[config.mk]
export PLATFORM = sky130hd
export DESIGN_NAME = mem_port_arbiter
export DESIGN_NICKNAME = d
export VERILOG_FILES = /design/src/rtl/feather_pkg.sv /design/src/rtl/mem_arb_select.sv /design/src/rtl/mem_port_arbiter.sv
export SDC_FILE = /design/constraint.sdc
export NUM_CORES = 1
export LEC_CHECK = 0
export BUFFER_PORTS_ARGS = -buffer_cell sky130_fd_sc_hd__buf_2
export CAP_MARGIN = 20
export CORE_ASPECT_RATIO = 0.8
export CORE_MARGIN = 1
export CORE_UTILIZATION = 50
export DETAILED_ROUTE_END_ITERATION = 10
export PLACE_DENSITY = 0.85
export SLEW_MARGIN = 0
export SYNTH_ARGS = -nofsm -noshare
export SYNTH_HDL_FRONTEND = slang
export SYNTH_SLANG_ARGS = --single-unit
[constraint.sdc]
create_clock -name clk -period 4.9 [get_ports clk]
set_input_delay 0.245 -clock clk [delete_from_list [all_inputs] [get_ports clk]]
set_output_delay 0.245 -clock clk [all_outputs]
set_load 0.1 [all_outputs]
[src/rtl/feather_pkg.sv]
// Shared types and defaults for the fetch/data memory port arbiter.
package feather_pkg;

  typedef enum logic [1:0] {
    IDLE   = 2'd0,
    BUSY_F = 2'd1,
    BUSY_D = 2'd2
  } arb_state_t;

  typedef enum logic {
    OWN_F = 1'b0,
    OWN_D = 1'b1
  } arb_owner_t;

  localparam int DEF_WAIT_LIMIT   = 16;
  localparam int DEF_STARVE_LIMIT = 3;

  // Bits needed to hold a counter that reaches max_val inclusive.
  function automatic int cnt_width(input int max_val);
    return (max_val < 1) ? 1 : $clog2(max_val + 1);
  endfunction

endpackage

[src/rtl/mem_arb_select.sv]
// Combinational winner pick: data has priority unless fetch has lost too often.
module mem_arb_select
  import feather_pkg::*;
#(
  parameter int STARVE_LIMIT = DEF_STARVE_LIMIT,
  parameter int STARVE_W     = cnt_width(DEF_STARVE_LIMIT)
) (
  input  logic                fetch_req,
  input  logic                data_req,
  input  logic [STARVE_W-1:0] starve_cnt,
  output arb_owner_t          owner,
  output logic                valid
);

  logic force_fetch;

  assign force_fetch = fetch_req && (starve_cnt == STARVE_W'(STARVE_LIMIT));
  assign valid       = fetch_req || data_req;
  assign owner       = (data_req && !force_fetch) ? OWN_D : OWN_F;

endmodule

[src/rtl/mem_port_arbiter.sv]
// Arbitrates a fetch port and a data port onto one single-outstanding memory port,
// with a starvation guard for fetch and a BUSY timeout that aborts and flags err_o.
module mem_port_arbiter
  import feather_pkg::*;
#(
  parameter int ADDR_W       = 8,
  parameter int DATA_W       = 32,
  parameter int WAIT_LIMIT   = DEF_WAIT_LIMIT,
  parameter int STARVE_LIMIT = DEF_STARVE_LIMIT
) (
  input  logic              clk,
  input  logic              reset_i,
  input  logic              fetch_req_i,
  input  logic [ADDR_W-1:0] fetch_addr_i,
  output logic              fetch_gnt_o,
  output logic              fetch_rvalid_o,
  output logic [DATA_W-1:0] fetch_rdata_o,
  input  logic              data_req_i,
  input  logic              data_we_i,
  input  logic [ADDR_W-1:0] data_addr_i,
  input  logic [DATA_W-1:0] data_wdata_i,
  output logic              data_gnt_o,
  output logic              data_rvalid_o,
  output logic [DATA_W-1:0] data_rdata_o,
  output logic              mem_req_o,
  output logic              mem_we_o,
  output logic [ADDR_W-1:0] mem_addr_o,
  output logic [DATA_W-1:0] mem_wdata_o,
  input  logic              mem_ready_i,
  input  logic [DATA_W-1:0] mem_rdata_i,
  output logic              busy_o,
  output logic              err_o,
  output arb_state_t        state_dbg
);

  // Handshake: a requester holds req (and its addr/data) until its gnt pulse, which
  // is the only acceptance. The memory holds mem_req_o high with stable fields until
  // mem_ready_i completes the transfer. rvalid pulses exactly once per accepted request.

  localparam int WAIT_W   = cnt_width(WAIT_LIMIT);
  localparam int STARVE_W = cnt_width(STARVE_LIMIT);

  arb_state_t          state_q, state_d;
  arb_owner_t          sel_owner;
  logic                sel_valid;
  logic [WAIT_W-1:0]   wait_cnt;
  logic [STARVE_W-1:0] starve_cnt;
  logic [ADDR_W-1:0]   addr_q;
  logic                we_q;
  logic [DATA_W-1:0]   wdata_q;
  logic                in_busy, done, timeout, grant;

  mem_arb_select #(
    .STARVE_LIMIT (STARVE_LIMIT),
    .STARVE_W     (STARVE_W)
  ) u_select (
    .fetch_req  (fetch_req_i),
    .data_req   (data_req_i),
    .starve_cnt (starve_cnt),
    .owner      (sel_owner),
    .valid      (sel_valid)
  );

  assign in_busy   = (state_q != IDLE);
  assign done      = in_busy && mem_ready_i;
  assign timeout   = in_busy && !mem_ready_i && (wait_cnt == WAIT_W'(WAIT_LIMIT - 1));
  assign grant     = (state_q == IDLE) && sel_valid && !reset_i;
  assign state_dbg = state_q;

  always_ff @(posedge clk) begin
    if (reset_i) state_q <= IDLE;
    else         state_q <= state_d;
  end

  always_comb begin
    state_d = state_q;
    case (state_q)
      IDLE:           if (sel_valid) state_d = (sel_owner == OWN_D) ? BUSY_D : BUSY_F;
      BUSY_F, BUSY_D: if (done || timeout) state_d = IDLE;
      default:        state_d = IDLE;
    endcase
  end

  // Grants are gated by reset so a request seen in a reset cycle is never accepted.
  always_comb begin
    fetch_gnt_o = 1'b0;
    data_gnt_o  = 1'b0;
    mem_req_o   = 1'b0;
    mem_we_o    = 1'b0;
    mem_addr_o  = '0;
    mem_wdata_o = '0;
    busy_o      = 1'b0;
    case (state_q)
      IDLE: begin
        fetch_gnt_o = grant && (sel_owner == OWN_F);
        data_gnt_o  = grant && (sel_owner == OWN_D);
      end
      BUSY_F, BUSY_D: begin
        mem_req_o   = 1'b1;
        mem_we_o    = we_q;
        mem_addr_o  = addr_q;
        mem_wdata_o = wdata_q;
        busy_o      = 1'b1;
      end
      default: ;
    endcase
  end

  always_ff @(posedge clk) begin
    if (reset_i) begin
      wait_cnt       <= '0;
      starve_cnt     <= '0;
      addr_q         <= '0;
      we_q           <= 1'b0;
      wdata_q        <= '0;
      err_o          <= 1'b0;
      fetch_rvalid_o <= 1'b0;
      data_rvalid_o  <= 1'b0;
      fetch_rdata_o  <= '0;
      data_rdata_o   <= '0;
    end else begin
      fetch_rvalid_o <= (state_q == BUSY_F) && (done || timeout);
      data_rvalid_o  <= (state_q == BUSY_D) && (done || timeout);
      if (timeout) err_o <= 1'b1;
      if ((state_q == BUSY_F) && (done || timeout))
        fetch_rdata_o <= done ? mem_rdata_i : '0;
      if ((state_q == BUSY_D) && (done || timeout))
        data_rdata_o <= (done && !we_q) ? mem_rdata_i : '0;

      if (grant) begin
        wait_cnt <= '0;
        if (sel_owner == OWN_D) begin
          addr_q  <= data_addr_i;
          we_q    <= data_we_i;
          wdata_q <= data_wdata_i;
          if (fetch_req_i && (starve_cnt != STARVE_W'(STARVE_LIMIT)))
            starve_cnt <= starve_cnt + 1'b1;
        end else begin
          addr_q     <= fetch_addr_i;
          we_q       <= 1'b0;
          wdata_q    <= '0;
          starve_cnt <= '0;
        end
      end else if (in_busy && !done && !timeout) begin
        wait_cnt <= wait_cnt + 1'b1;
      end
    end
  end

endmodule

==> summary.txt <==
GRT
  • GR met3 Demand/Resource: 10.2%
  • Antenna violations before repair: 1
  • Grt peak-use layer: met2
  • GR Util met1: 35.1%
  • Vias in the first global route: 4574
  • Total grt overflow: 0
  • GR Util All Layers: 32.5%
  • First-pass GRT wire length: 22.8 mm
  • GR Util met2: 57.3%
  • Largest net degree at the start of global routing: 46

Die
  • Initial Util: 51.4%
  • Core region area: 8480 µm²
  • Die ar.: 9100 µm²
  • Die width: 106 µm
  • I/O Pins: 200
  • Die Ht: 85.5 µm
  • Row cnt: 30

Clock tree
  • Clock Sinks: 117
  • Longest Clk Path Bufs: 2
  • Num CTS Buffers: 17
  • CTS tree: built
  • Reg clk slew, reported paths: 60 ps
  • Setup Fix Bufs, Post-CTS: 0
  • Worst skew pair latency: 500 ps
  • Root Driver: clkbuf_8
  • Htree depth: 4

Layout
  • Most frequent cells in the layout: buf_2 (199), dfxtp_1 (117), dlygate4sd3_1 (72), a22o_1 (67), nand2_1 (52)
  • Most common cell after layout, fill and taps aside: buf_2
  • Area grow syn2layout: 54.2%
  • Total Nets Final: 801
  • Share of cells above drive strength 1: 33.9%

Place
  • RD Place Congestion: 0.796
  • Setup WS pre-CTS: 2410 ps
  • Final HPWL DP: 8.11 mm
  • I/O Buffers: 199

Setup path
  • WP data arrival: 2620 ps
  • CP max FO: 15
  • Worst setup SP type: flip-flop
  • Buf/Inv on CP: 2
  • Setup slack, reg-to-reg: 2470 ps
  • Crit Path Class: reg2out
  • Slowest cell on the critical path: nor2_2
  • Required @ worst endpoint: 4660 ps
  • Top delay family on crit path: simple AND/OR/NAND/NOR gates
  • Worst Setup End Kind: output port
  • Critical Path, Cell by Cell: inv_1 > ha_1 > nand2b_1 > nor2_2 > buf_2
  • Largest stage delay, worst path: 550 ps

Logic synthesis
  • Post-synthesis sequential area ratio: 53.7%
  • Synth Warn #: 0
  • Syn Nets: 540
  • Distinct cells, synth: 38
  • Post-synthesis average cell area: 9.73 µm²
  • Synth area leader: dfxtp_1
  • Post-Synthesis Cells: 448
  • Top-area cell type share of the netlist area: 53.7%
  • Synthesized cell area: 4360 µm²
  • Leading post-synthesis cells by cell area: dfxtp_1 (54%), a22o_1 (13%), and2_1 (5.9%), o21ai_0 (4.6%), nand2_1 (4.5%)
  • #FFs+latches synth: 117

Timing
  • Final worst path period share: 58.5%
  • Final setup fails: 0
  • Max Slew Vio Count: 0
  • Worst Slack Setup Final: 2030 ps
  • Worst-Margin Slew: 1100 ps
  • Final Hold Viols: 0
  • Relative slew slack: 26.4%
  • Fin crit period: 2870 ps
  • TNS Setup: 0 ps
  • RSZ-0062 raised after global routing: no
  • Fmax: 349 MHz
  • Skew final: 8.96 ps

Pwr
  • Sw frac: 35.4%
  • Internal cell power: 2.07 mW
  • NetSw: 1.13 mW
  • Power Density: 476 nW/µm²
  • Power share of the combinational group: 27.9%
  • Clk pwr share: 38.8%
  • Max IR drop VDD: 386 µV
  • Leak Pwr: 3.16 nW
  • Seq pwr share: 33.3%

Status
  • Outcome: completed

Routing
  • Vias per std cell: 5.54
  • WL final: 14.9 mm
  • Total iterations of the first detailed-routing run: 5
  • Initial DRC Count: 327
  • Post-route ant nets: 0
  • Routed vias: 4613
  • DRC: 0
  • Routed len/inst: 17.8 µm

Job
  • Max-Cap Viols: 0

Min path
  • Worst min path class: in2reg
## tightest hold or removal path: stages
cell     delay [ps]
buf_2            90
nand2_1          50
a31oi_1          70
## through the flow
step	instances	util (%)	power (mW)	hold WS (ps)	cell area, µm²
6_report	833	79.3	3.20	16.1	6730
5_1_grt	833	79.3	3.30	1.61	6730
4_1_cts	831	78.9	3.15	0.367	6700
3_5_place_dp	729	63.4	1.87	452	5380
3_3_place_gp	727	63.0	1.85	444	5350
2_1_floorplan	448	-	1.73	371	4360
## worst paths after layout
path / to / from / depth (start not counted)
max: data_gnt_o / state_dbg[1] / 5
min reg2reg: starve_cnt[1] / starve_cnt[1] / 2
max reg2reg: data_rdata_o[20] / wait_cnt[0] / 7
min: addr_q[1] / fetch_addr_i[1] / 3
## synth_stat cells
cell type    n
a211oi_1     1
a21bo_2      1
a21boi_1     1
a21oi_1     37
a22o_1      67
a2bb2oi_1    1
a311oi_1     1
a31oi_1      6
and2_1      41
and3_1       1
and3b_1      1
buf_2       12
buf_4        1
buf_6        4
clkbuf_1    19
dfxtp_1    117
ha_1         6
inv_1        6
nand2_1     52
nand2b_1     2
nand3_1      1
nand4_1      1
nor2_1       9
nor2_2       1
nor2b_1      2
nor3_1       3
nor3b_4      1
nor4b_1      1
o21a_1       1
o21ai_0     40
o21ba_2      1
o31a_1       1
o32ai_1      1
or2_2        1
or3_1        3
or3b_4       1
or4b_2       1
xnor2_1      2
## metal layers
| metal | part of all wire [%] | routed length (µm) |
|---|---|---|
| met5 | 0 | 0 |
| met2 | 50 | 7480 |
| met4 | 3.8 | 572 |
| met3 | 8.8 | 1300 |
| met1 | 37 | 5510 |
## cell families after synthesis
kind of cell             after synthesis  synth area share, %
AO/OA/AOI/OAI                        159                 24.9
XOR/XNOR                               2                0.402
adder cells (fa/ha/maj)                6                 1.72
buffers and inverters                 42                 4.73
flip-flops                           117                 53.7
AND/OR/NAND/NOR                      122                 14.5
## registers in the layout (all words and copies together), names as in the netlist
| signal | cells |
|---|---|
| addr_q | 8 |
| we_q | 1 |
| fetch_rdata_o | 32 |
| wait_cnt | 5 |
| data_rdata_o | 32 |
| data_rvalid_o | 1 |
| err_o | 1 |
| starve_cnt | 2 |
| state_dbg | 2 |
| wdata_q | 32 |
| fetch_rvalid_o | 1 |
## layout make-up
class                           count  area [µm²]
Clock inverter                      8         124
Clock buffer                       22         473
Inverter                            6        22.5
Antenna cell                        1        2.50
Multi-Input combinational cell    289        1820
Tap cell                          112         140
Fill cell                         511        1760
Sequential cell                   117        2340
Timing Repair Buffer              278        1800
## power groups by stage
stage	combinational, mW	clock [mW]	sequential, mW
finish	0.894	1.24	1.06
global route	0.930	1.30	1.07
CTS	0.852	1.24	1.06
detailed placement	0.798	0	1.07
global placement	0.778	0	1.07
floorplan	0.533	0	1.20
## timing repair
action,CTS,global route
endpoints found under the hold margin,93,0
gates resized for setup,0,0
hold buffers,72,0
Note: power is estimated with default switching activity, not from simulation.
